`src/rtl/sm_traffic_counter.sv`:
```
// Per-window NA traffic counters with a valid/ready report stream.
// SM_TRAFFIC_CHECKSUM_EN appends an XOR checksum of data words to each report.
module sm_traffic_counter #(
  parameter int NUM_TDM_ENDPOINTS = 4,
  parameter int CNT_WIDTH         = 16,
  parameter int WINDOW_CYCLES     = 1000000,
  parameter int ENDP_WIDTH        =
    NUM_TDM_ENDPOINTS > 1 ? $clog2(NUM_TDM_ENDPOINTS) : 1
) (
  input  logic                  clk,
  input  logic                  rst,
  input  logic [3:0]            enable,
  input  logic [31:0]           data,
  input  logic [ENDP_WIDTH-1:0] ep,
  output logic                  out_valid,
  input  logic                  out_ready,
  output logic [31:0]           out_data,
  output logic                  out_last,
  output logic                  report_lost
);

  localparam int N  = NUM_TDM_ENDPOINTS;
  localparam int NC = 2 + 2 * N;
`ifdef SM_TRAFFIC_CHECKSUM_EN
  localparam int CK = 1;
`else
  localparam int CK = 0;
`endif
  localparam int NW = 3 + 2 * N + CK;
  localparam int PW = $clog2(NW);
  localparam int TW = $clog2(WINDOW_CYCLES);
  localparam logic [CNT_WIDTH-1:0] CMAX = {CNT_WIDTH{1'b1}};

  typedef enum logic {IDLE, SEND} state_e;

  state_e                state_q, state_d;
  logic [TW-1:0]         tmr_q;
  logic [15:0]           win_q;
  logic                  lost_q;
  logic [PW-1:0]         ptr_q;
  logic [CNT_WIDTH-1:0]  cnt_q [NC];
  logic [CNT_WIDTH-1:0]  nxt   [NC];
  logic                  ev    [NC];
  logic [31:0]           sh_q  [NW];
  logic [31:0]           snap  [NW];
  logic                  term;
  logic                  last_w;

  assign term   = tmr_q == TW'(WINDOW_CYCLES - 1);
  assign last_w = ptr_q == PW'(NW - 1);

  // Counter layout: be_send, be_recv, tdm_send[N], tdm_recv[N]
  always_comb begin
    for (int k = 0; k < NC; k++) ev[k] = 1'b0;
    ev[0] = enable[0];
    ev[1] = enable[1];
    for (int i = 0; i < N; i++) begin
      ev[2 + i]     = enable[2] && (ep == ENDP_WIDTH'(i));
      ev[2 + N + i] = enable[3] && (ep == ENDP_WIDTH'(i));
    end
  end

  always_comb begin
    for (int k = 0; k < NC; k++) begin
      nxt[k] = cnt_q[k];
      if (ev[k] && cnt_q[k] != CMAX)
        nxt[k] = cnt_q[k] + CNT_WIDTH'(1);
    end
  end

`ifdef SM_TRAFFIC_CHECKSUM_EN
  logic [31:0] acc_q;
  logic [31:0] acc_nxt;

  assign acc_nxt = (|enable) ? (acc_q ^ data) : acc_q;

  always_ff @(posedge clk) begin
    if (rst)       acc_q <= '0;
    else if (term) acc_q <= '0;
    else           acc_q <= acc_nxt;
  end
`else
  logic unused_data;
  assign unused_data = ^data;
`endif

  always_comb begin
    for (int w = 0; w < NW; w++) snap[w] = '0;
    snap[0] = {8'hA5, 8'(N), win_q};
    for (int k = 0; k < NC; k++)
      snap[1 + k] = 32'(nxt[k]);
`ifdef SM_TRAFFIC_CHECKSUM_EN
    snap[NW - 1] = acc_nxt;
`endif
  end

  always_ff @(posedge clk) begin
    if (rst) begin
      tmr_q  <= '0;
      win_q  <= '0;
      lost_q <= 1'b0;
      ptr_q  <= '0;
      for (int k = 0; k < NC; k++) cnt_q[k] <= '0;
      for (int w = 0; w < NW; w++) sh_q[w] <= '0;
    end else begin
      tmr_q <= term ? '0 : tmr_q + TW'(1);
      for (int k = 0; k < NC; k++)
        cnt_q[k] <= term ? '0 : nxt[k];
      if (term) begin
        win_q <= win_q + 16'd1;
        // A report still in flight keeps its data; this window is lost
        if (state_q == IDLE)
          for (int w = 0; w < NW; w++) sh_q[w] <= snap[w];
        else
          lost_q <= 1'b1;
      end
      if (state_q == SEND && out_ready)
        ptr_q <= last_w ? '0 : ptr_q + PW'(1);
    end
  end

  always_ff @(posedge clk) begin
    if (rst) state_q <= IDLE;
    else     state_q <= state_d;
  end

  always_comb begin
    state_d = state_q;
    unique case (state_q)
      IDLE: if (term) state_d = SEND;
      SEND: if (out_ready && last_w) state_d = IDLE;
      default: state_d = IDLE;
    endcase
  end

  always_comb begin
    out_valid = 1'b0;
    out_data  = '0;
    out_last  = 1'b0;
    if (state_q == SEND) begin
      out_valid = 1'b1;
      out_data  = sh_q[ptr_q];
      out_last  = last_w;
    end
  end

  assign report_lost = lost_q;

endmodule

```
`config.mk`:
```
export PLATFORM = sky130hd
export DESIGN_NAME = sm_traffic_counter
export DESIGN_NICKNAME = d
export VERILOG_FILES = /design/src/rtl/sm_traffic_counter.sv
export SDC_FILE = /design/constraint.sdc
export NUM_CORES = 1
export LEC_CHECK = 0
export CORE_MARGIN = 8
export CORE_UTILIZATION = 55
export DETAILED_ROUTE_END_ITERATION = 7
export GPL_TIMING_DRIVEN = 0
export PLACE_DENSITY_LB_ADDON = 0.3
export SLEW_MARGIN = 20
export SYNTH_ARGS = -nofsm -noshare
export SYNTH_HDL_FRONTEND = slang
export SYNTH_SLANG_ARGS = --single-unit
export TNS_END_PERCENT = 20
```
`constraint.sdc`:
```
create_clock -name clk -period 3.51 [get_ports clk]
set_input_delay 0.5265 -clock clk [delete_from_list [all_inputs] [get_ports clk]]
set_output_delay 0.5265 -clock clk [all_outputs]
set_load 0.005 [all_outputs]
```
==> impl_metrics.py <==
metrics = {
    "hold_path": {
        "hp-class": "in2reg",
        "hold_path_depth": 3,
        "worstHoldEndpoint": "win_q[15]",
        "min_from": "rst",
    },
    "yosys": {
        "netlist_area_um2": 17500,
        "netlist_top_cells_count": "nor2_1 (406), dfxtp_1 (207), edfxtp_1 (176)",
        "ys_warn_count": 0,
        "syn-instance-count": 1725,
        "ys_top_cells_by_area": "edfxtp_1 (30%), dfxtp_1 (24%), nor2_1 (8.7%)",
        "synth_most_common_cell": "nor2_1",
        "synth.largest_area_cell": "edfxtp_1",
        "yosysTopAreaCellShare_pct": 30.1,
        "seq_area_frac_synth_pct": 53.7,
        "ys_types": 64,
        "syn_avg_cell_area_um2": 10.2,
        "ys_ff_latch": 383,
        "ys_dominant_reg_cell": "dfxtp_1",
        "synthArstFlopShare_pct": 0,
        "synth_edf_count": 176,
    },
    "layout": {
        "layout-drive-gt1-share_pct": 12.0,
        "fillers": 2489,
        "area_growth_pct": 13.3,
        "post-route-util_pct": 63.2,
        "n_antenna_cell": 0,
        "layout.nets": 1864,
    },
    "die": {
        "dieArea_um2": 37900,
        "die_h_um": 195,
        "rows": 65,
        "die_w_um": 195,
        "coreArea_um2": 31500,
        "ios": 76,
        "start_util_pct": 55.8,
    },
    "global_routing": {
        "grt-ovfl-total": 0,
        "grt_max_degree": 47,
        "grt_pass1_wl_um": 70400,
        "track_usage_pct": 23.4,
        "grt_pass1_vias": 12900,
        "antenna_found_initial": 0,
    },
    "clock_network": {
        "postCtsSetupBuffers": 0,
        "cts_tree": "built",
        "cts_buffers": 41,
        "cts_buffer_depth": 3,
        "cts_root_buf": "clkbuf_16",
        "clock_latency_ns": 0.54,
        "h-tree-depth": 2,
        "cts.clk_slew.worst_paths_ns": 0.06,
        "cts.sinks": 383,
    },
    "sta": {
        "slew_violations": 0,
        "finalHoldViolations": 0,
        "worst_clock_skew_ns": 0.0127,
        "tightest_slew_ns": 0.984,
        "fin_crit_sh_pct": 98.1,
        "setup_viol_count_final": 0,
        "rsz0062_at_grt": "yes",
        "slew_headroom_pct": 34.4,
        "clock.fmax_mhz": 290,
        "hold_slack_ns": 0.474,
        "min_period_ns": 3.44,
    },
    "detailed_routing": {
        "drt_iter0_drc": 1170,
        "num_vias": 13500,
        "drc": 0,
        "wl_um": 45000,
        "viasPerCell": 6.00,
        "ant_nets": 0,
        "wire_per_inst_um": 20.0,
        "first_pass_iters": 5,
    },
    "worst_setup_path": {
        "r2r_start": "tmr_q[11]",
        "crit_path_start_kind": "register",
        "required_ns": 2.98,
        "cp_max_fo": 10,
        "end_kind": "output pin",
        "reg2reg_to": "sh_q[7][2]",
        "reg2reg_depth": 7,
        "critPathArrivalTime_ns": 2.92,
        "reg2reg_slack_ns": 0.60,
        "worstSetupPathType": "reg2out",
    },
    "power_and_ir_drop": {
        "leakagePower_nw": 6.59,
        "peakVddDrop_v": 0.000364,
        "powerDensity_nw_per_um2": 481,
    },
    "placed_design": {
        "portBuffers": 30,
        "place_congestion": 0.979,
        "dp_hpwl_um": 32600,
    },
    "run": {
        "max_cap_violations": 0,
    },
    "status": {
        "outcome": "completed",
    },
}
-- report_power, final --
part / internal [mW] / switching [mW] / total [mW]
Clock: 2.63 / 1.80 / 4.43
Combinational: 0.106 / 0.200 / 0.305
Sequential: 4.77 / 0.0578 / 4.83
-- sequential cells by signal, summed over array words and instances (netlist names), named ones only --
name,flops
ptr_q,4
report_lost,1
cnt_q,160
sh_q,177
win_q,16
tmr_q,20
state_q,1
-- cell families after synthesis --
family,synth area share (%)
AND/OR/NAND/NOR,23.8
flip-flops,53.7
AO/OA/AOI/OAI,5.13
XOR/XNOR,6.39
buffers and inverters,3.12
multiplexers,6.99
adder cells (fa/ha/maj),0.856
other,0.0214
-- cells in the final DEF, fill, tap and decap left out, drive strengths merged, types with 7 or more instances in the layout --
master         netlist  final
and2                21     21
or2                  7      7
clkinv               0     12
and3                19     19
nor3                45     45
nand2b              10     10
and4                20     20
mux4                19     19
dfxtp              207    207
ha                  12     12
conb                 1     11
nand2               68     68
nand3b               7      7
nor2b               19     19
a21oi               42     42
edfxtp             176    176
nand3               92     92
a22oi               13     13
nor4                33     33
nor2               406    406
o21ai               39     39
mux2                46     46
xor2                59     59
inv                 23     24
clkbuf              44     97
clkdlybuf4s50        0     30
nand4               64     64
buf                 50     56
a221oi              13     13
nor4b               10     10
mux2i               28     28
xnor2               69     69
-- critical path, stage by stage, from the launching register on --
cell	delay (ns)
dfxtp_2	0.47
clkbuf_4	0.30
mux2_2	0.41
a221oi_1	0.35
a21oi_1	0.13
a21oi_1	0.16
nor2b_1	0.09
clkdlybuf4s50_1	0.46
-- per-stage QoR --
step / setup TNS (ns) / power (mW) / std cells / area (um^2) / worst slack [ns]
global route: -0.0189 / 9.82 / 2246 / 19900 / -0.00724
floorplan: 0 / 5.08 / 1735 / 17600 / 0.565
finish: 0 / 9.56 / 2246 / 19900 / 0.0660
CTS: -0.000198 / 9.60 / 2246 / 19900 / -0.000198
global placement: -33.14 / 5.21 / 2167 / 18400 / -0.202
detailed placement: 0 / 5.22 / 2171 / 18500 / 0.0599
-- how the worst max path moves through the flow --
stage / endpoint / slack (ns) / cells past startpoint
finish: out_data[4] / 0.07 / 7
global route: out_data[7] / -0.007 / 7
CTS: out_data[6] / -0.0002 / 8
detailed placement: out_data[15] / 0.06 / 7
global placement: sh_q[7][2] / -0.20 / 5
floorplan: sh_q[0][0] / 0.57 / 5
-- layout make-up --
type | instances | area, um^2 | area share, %
plain buffers | 93 | 477 | 2.40
clock buffers | 56 | 1160 | 5.86
clock inverters | 20 | 213 | 1.07
inverters | 23 | 86.3 | 0.434
multi-input cells | 1235 | 7630 | 38.4
flip-flops and latches | 383 | 9430 | 47.4
well taps | 402 | 503 | 2.53
repair buffers | 34 | 380 | 1.91
-- metal layers --
metal / global-route usage (%) / vias up / wire length, um
met2: 37.8 / 517 / 20800
met5: 0 / - / 0
met3: 4.37 / 125 / 3060
met4: 12.2 / 0 / 2340
li1: - / 6345 / -
met1: 29.6 / 6491 / 18800
-- repair_timing --
item                                    CTS  global route
hold buffers                              0             0
endpoints found under the setup margin   21            12
resized for setup                        17             7
No activity file was read; power rests on OpenSTA's default activity.
